$ cat src/rtl/ecc_secded_decoder.sv
// Two-stage SECDED (extended Hamming) decoder with valid/ready handshakes on both sides.
// Optional error counters are compiled in when ECC_DEC_ERR_CNT_EN is defined.
module ecc_secded_decoder #(
    parameter int DATA_W = 32,
    // Smallest P with 2**P >= DATA_W+P+1, unrolled for the supported width range
    localparam int P    = (DATA_W <= 4)  ? 3 :
                          (DATA_W <= 11) ? 4 :
                          (DATA_W <= 26) ? 5 :
                          (DATA_W <= 57) ? 6 :
                          (DATA_W <= 120) ? 7 : 8,
    localparam int N    = DATA_W + P,
    localparam int CW_W = N + 1
) (
    input  logic              clk,
    input  logic              rst_n,
    input  logic [CW_W-1:0]   cw_i,
    input  logic              valid_i,
    output logic              ready_o,
    output logic [DATA_W-1:0] data_o,
    output logic              valid_o,
    input  logic              ready_i,
    output logic              err_corr_o,
    output logic              err_uncorr_o,
    output logic [P-1:0]      syndrome_o
`ifdef ECC_DEC_ERR_CNT_EN
    ,
    input  logic              cnt_clr_i,
    output logic [15:0]       corr_cnt_o,
    output logic [15:0]       uncorr_cnt_o
`endif
);

    localparam logic [P-1:0] N_LAST = P'(N);

    logic              s1_valid_q;
    logic [CW_W-1:0]   s1_cw_q;
    logic [P-1:0]      s1_syn_q;
    logic [P-1:0]      s1_syn_d;
    logic              s1_par_q;
    logic              s1_par_d;

    logic              s2_valid_q;
    logic [DATA_W-1:0] s2_data_q;
    logic [DATA_W-1:0] s2_data_d;
    logic              s2_corr_q;
    logic              s2_corr_d;
    logic              s2_uncorr_q;
    logic              s2_uncorr_d;
    logic [P-1:0]      s2_syn_q;

    logic              s1_adv;
    logic              s2_take;
    logic [CW_W-1:0]   cw_fix;

    assign s2_take = ~s2_valid_q | ready_i;
    assign s1_adv  = s1_valid_q & s2_take;
    assign ready_o = ~s1_valid_q | s1_adv;

    always_comb begin
        s1_syn_d = '0;
        for (int unsigned pos = 1; pos < CW_W; pos++) begin
            if (cw_i[pos]) s1_syn_d ^= P'(pos);
        end
        s1_par_d = ^cw_i;
    end

    always_ff @(posedge clk or negedge rst_n) begin
        if (!rst_n) begin
            s1_valid_q <= 1'b0;
            s1_cw_q    <= '0;
            s1_syn_q   <= '0;
            s1_par_q   <= 1'b0;
        end else if (ready_o) begin
            s1_valid_q <= valid_i;
            if (valid_i) begin
                s1_cw_q  <= cw_i;
                s1_syn_q <= s1_syn_d;
                s1_par_q <= s1_par_d;
            end
        end
    end

    // Q=1 means an odd number of flips: correctable unless S points past the codeword.
    always_comb begin
        int unsigned j;
        cw_fix      = s1_cw_q;
        s2_corr_d   = 1'b0;
        s2_uncorr_d = 1'b0;
        if (s1_par_q) begin
            if (s1_syn_q == '0) begin
                s2_corr_d = 1'b1;
            end else if (s1_syn_q <= N_LAST) begin
                s2_corr_d = 1'b1;
                cw_fix[s1_syn_q] = ~s1_cw_q[s1_syn_q];
            end else begin
                s2_uncorr_d = 1'b1;
            end
        end else if (s1_syn_q != '0) begin
            s2_uncorr_d = 1'b1;
        end

        j         = 0;
        s2_data_d = '0;
        for (int unsigned pos = 1; pos < CW_W; pos++) begin
            if ((pos & (pos - 1)) != 0) begin
                s2_data_d[j] = cw_fix[pos];
                j++;
            end
        end
    end

    always_ff @(posedge clk or negedge rst_n) begin
        if (!rst_n) begin
            s2_valid_q  <= 1'b0;
            s2_data_q   <= '0;
            s2_corr_q   <= 1'b0;
            s2_uncorr_q <= 1'b0;
            s2_syn_q    <= '0;
        end else if (s2_take) begin
            s2_valid_q <= s1_valid_q;
            if (s1_valid_q) begin
                s2_data_q   <= s2_data_d;
                s2_corr_q   <= s2_corr_d;
                s2_uncorr_q <= s2_uncorr_d;
                s2_syn_q    <= s1_syn_q;
            end
        end
    end

    assign valid_o      = s2_valid_q;
    assign data_o       = s2_data_q;
    assign err_corr_o   = s2_corr_q;
    assign err_uncorr_o = s2_uncorr_q;
    assign syndrome_o   = s2_syn_q;

`ifdef ECC_DEC_ERR_CNT_EN
    logic [15:0] corr_cnt_q;
    logic [15:0] uncorr_cnt_q;
    logic        beat;

    assign beat = s2_valid_q & ready_i;

    always_ff @(posedge clk or negedge rst_n) begin
        if (!rst_n) begin
            corr_cnt_q   <= '0;
            uncorr_cnt_q <= '0;
        end else if (cnt_clr_i) begin
            corr_cnt_q   <= '0;
            uncorr_cnt_q <= '0;
        end else begin
            if (beat && s2_corr_q && (corr_cnt_q != '1))
                corr_cnt_q <= corr_cnt_q + 16'd1;
            if (beat && s2_uncorr_q && (uncorr_cnt_q != '1))
                uncorr_cnt_q <= uncorr_cnt_q + 16'd1;
        end
    end

    assign corr_cnt_o   = corr_cnt_q;
    assign uncorr_cnt_o = uncorr_cnt_q;
`endif

endmodule

$ cat config.mk
export PLATFORM = sky130hd
export DESIGN_NAME = ecc_secded_decoder
export DESIGN_NICKNAME = d
export VERILOG_FILES = /design/src/rtl/ecc_secded_decoder.sv
export SDC_FILE = /design/constraint.sdc
export NUM_CORES = 1
export LEC_CHECK = 0
export CAP_MARGIN = 20
export CORE_UTILIZATION = 35
export DETAILED_ROUTE_END_ITERATION = 6
export DONT_BUFFER_PORTS = 1
export PLACE_DENSITY = 0.49
export SLEW_MARGIN = 20
export SYNTH_ARGS = -nofsm -noshare
export SYNTH_HDL_FRONTEND = slang
export SYNTH_SLANG_ARGS = --single-unit
$ cat constraint.sdc
create_clock -name clk -period 2.59 [get_ports clk]
set_clock_uncertainty 0.05 [all_clocks]
set_input_delay 0.777 -clock clk [delete_from_list [all_inputs] [get_ports clk]]
set_output_delay 0.777 -clock clk [all_outputs]
set_load 0.02 [all_outputs]
==> results.py, run 1 <==
metrics = {
    "status": {
        "status": "complete, no violations",
    },
    "routing": {
        "drc": 0,
        "drtIter0Drc": 185,
        "via_per_inst": 5.16,
        "ant_nets": 0,
        "drtPass1Iterations": 4,
        "vias": 3281,
        "wire_per_inst_um": 19.3,
        "wl_mm": 12.3,
    },
    "power": {
        "netSwitchingPower_mw": 1.92,
        "ir_drop_mv": 0.356,
        "power.share.combinational_pct": 30.7,
        "clockPowerShare_pct": 26.9,
        "pwr_density_cell_nw_per_um2": 999,
        "p_seq_share_pct": 42.5,
        "switching_share_pct": 36.7,
        "intPower_mw": 3.31,
        "p_leak_nw": 2.01,
    },
    "cells_and_area": {
        "fin_util_pct": 41.0,
        "fillCellCount": 1267,
        "antenna_cells": 0,
        "layout-drive-gt1-share_pct": 16.6,
        "layout.nets": 503,
        "multiInputGateArea_um2": 2390,
        "area_delta_synth_final_pct": 12.5,
        "seqCellArea_um2": 2150,
    },
    "flow_run": {
        "maxCapViolations": 0,
    },
    "logic_synthesis": {
        "ys_warn_count": 0,
        "yosysTopAreaCell": "dfrtp_1",
        "yosys.area_share.simple_pct": 12.7,
        "synthXorXnorAreaFrac_pct": 13.6,
        "synth.top_cell.area_share_pct": 46.2,
        "synth-edff-count": 0,
        "synth_top_family_by_area": "multiplexers",
        "synth_fp_nets": 500,
        "muxShareOfSynthArea_pct": 14.1,
        "synth.area.top_cells": "dfrtp_1 (46%), xnor2_1 (11%), mux2_2 (9.7%)",
        "syn_area_um2": 4660,
        "netlist_instances": 457,
        "synth_compound_area_share_pct": 10.9,
        "synth_fa_ha_area_share_pct": 0,
        "synthArstFlopShare_pct": 100,
        "ys_seq_area_share_pct": 46.2,
        "synthFlopType": "dfrtp_1",
        "ys_ff_latch": 86,
        "ys_types": 41,
        "syn_avg_cell_area_um2": 10.2,
    },
    "timing": {
        "fin_crit_sh_pct": 87.5,
        "max_slew_margin_pct": 54.4,
        "tns_ns": 0,
        "worst_pin_slew_ns": 0.684,
        "grt_setup_unrepaired": "no",
        "finalCriticalPeriod_ns": 2.27,
        "drv_slew": 0,
        "hold_viol": 0,
        "holdWs_ns": 0.0720,
        "setup_viol": 0,
        "max_freq_ghz": 0.441,
    },
    "die": {
        "dieArea_um2": 13800,
        "initial_core_util_pct": 36.5,
        "die_height_um": 117,
        "core_um2": 12800,
        "io_pins": 85,
        "rows": 41,
        "die_w_um": 117,
    },
    "grt": {
        "grt-busiest-layer": "met2",
        "gr-usage-met1_pct": 25.7,
        "met2_usage_pct": 26.4,
        "antenna_found_initial": 0,
        "grt_use_total_pct": 18.8,
        "grt_max_degree": 87,
        "grtUsageMet3_pct": 6.61,
        "grt_pass1_vias": 3297,
        "grt_pass1_wl_mm": 19.5,
        "grt_overflow": 0,
    },
    "cts": {
        "ctsHoldBuffers": 0,
        "cts.sinks": 86,
        "h-tree-depth": 3,
        "cts_resized": 0,
        "ctsRootBufferMaster": "clkbuf_16",
        "clockBufferDepth": 2,
        "cts_setup_buffers": 0,
        "clk_latency_ns": 0.35,
        "tritoncts": "yes",
        "clk_pin_slew_worst_paths_ns": 0.06,
        "cts_buffers": 9,
    },
    "placement": {
        "gp_congestion": 0.830,
        "dpl.hpwl_mm": 9.47,
        "port_buffers": 0,
    },
    "setup_path": {
        "worstSetupPathType": "reg -> reg",
        "cp-start-kind": "register",
        "cp.arrival_ns": 2.44,
        "end_kind": "register",
        "crit_required_ns": 2.76,
        "reg2reg_from": "s1_syn_q[2]$_DFFE_PN0P_",
        "setup.worst_path.start": "s1_syn_q[2]$_DFFE_PN0P_",
        "crit_path_max_fanout": 17,
    },
    "min_path": {
        "worstHoldPathType": "in -> async",
    },
}
-- placed cells by master, fill, tap and decap left out, types with 2 or more instances in the layout --
master and count:
nand3_1 11, mux2i_1 14, and2_1 2, o311ai_0 3
buf_4 15, nor2_1 31, xnor2_1 59, nand3b_1 2
clkbuf_16 9, nor3_1 7, or3_1 4, xor2_1 9
a211oi_1 2, o22ai_1 5, nand2b_1 6, o211ai_1 2
mux2_2 40, a21oi_1 7, a31oi_1 8, bufinv_16 2
mux4_2 2, buf_12 2, o21a_1 7, o21ai_0 45
dfrtp_1 86, clkbuf_8 2, nand2_1 58, nor2b_1 6
-- path summary, 6_finish.rpt --
check	to	slack [ns]	depth (start not counted)
worst max-delay path	data_o[31]$_DFFE_PN0P_	0.32	6
worst min-delay path	data_o[20]$_DFFE_PN0P_	0.07	0
worst max register to register	data_o[31]$_DFFE_PN0P_	0.32	6
worst min register to register	s1_cw_q[1]$_DFFE_PN0P_	0.46	1
max in group asynchronous	syndrome_o[1]$_DFFE_PN0P_	2.27	0
min in group clk	s1_cw_q[1]$_DFFE_PN0P_	0.46	1
-- state kept, by name, summed over array words and instances, names as in the netlist --
register and flops:
s1_syn_q 6, err_uncorr_o 1, s1_par_q 1, s1_valid_q 1, err_corr_o 1, syndrome_o 6, data_o 32, s1_cw_q 37
valid_o 1
-- critical path: stages (launching register included) --
cell,delay (ns)
dfrtp_1,0.78
mux2i_1,0.16
a22o_1,0.25
a211oi_1,0.38
nand3_1,0.18
o22ai_1,0.23
o21ai_0,0.11
-- final cells by class --
cell class                 instances  area share, %
multi-input combinational        346           45.7
clock inverter                     3           1.29
timing repair buffer              17           2.91
sequential                        86           41.1
tap                              172           4.11
clock buffer                      12           4.90
-- cell usage after synthesis (2+ instances only) --
library cell   n
buf_2         10
nand2_1       59
nand2b_1       6
xor2_1         9
nand3b_1       2
a21oi_1        7
mux2_2        40
dfrtp_1       86
o22ai_1        5
xnor2_1       59
a31oi_1        8
o21a_1         7
and2_1         2
mux2i_1       14
o311ai_0       3
o21ai_0       45
or3_1          4
nand3_1       11
clkbuf_1      13
nor2_1        31
o211ai_1       2
a211oi_1       2
nor3_1         7
buf_4          2
nor2b_1        6
mux4_2         2
-- per-layer routing --
| layer | part of all wire (%) | vias up |
|---|---|---|
| met5 | 0 | - |
| li1 | - | 1595 |
| met4 | 1.5 | 0 |
| met1 | 47 | 1554 |
| met3 | 8.9 | 10 |
| met2 | 43 | 122 |
-- power by group through the flow --
stage	combinational [mW]	clock [mW]	sequential (mW)
6_report	1.61	1.41	2.22
5_1_grt	1.79	1.49	2.27
4_1_cts	1.61	1.45	2.22
3_5_place_dp	1.61	0	2.25
3_3_place_gp	1.59	0	2.24
2_1_floorplan	1.36	0	2.03
-- logic make-up (layout without fill, tap and decap cells) --
group,count (synthesis),count (layout)
muxes,57,57
DFF,86,86
AOI/OAI and AO/OA,86,86
buffers and inverters,25,32
xor gates and xnor gates,70,70
and+or+nand+nor,133,133
-- stage by stage --
step           power, mW  instance area (µm²)  std cells  setup slack, ns
2_1_floorplan       3.39                 4660        457            0.356
3_3_place_gp        3.83                 4910        621            0.368
3_5_place_dp        3.86                 4910        621            0.328
4_1_cts             5.29                 5240        636            0.361
5_1_grt             5.56                 5240        636            0.141
6_report            5.23                 5240        636            0.324
Power figures use the tool's default switching activity.
==> run 2, diff against run 1 <==
Settings changed: CAP_MARGIN 20 to 0, CTS_CLUSTER_SIZE set to 24.
==> results of run 2 <==
No change in the layout: final DEF, timing and power equal those of run 1.
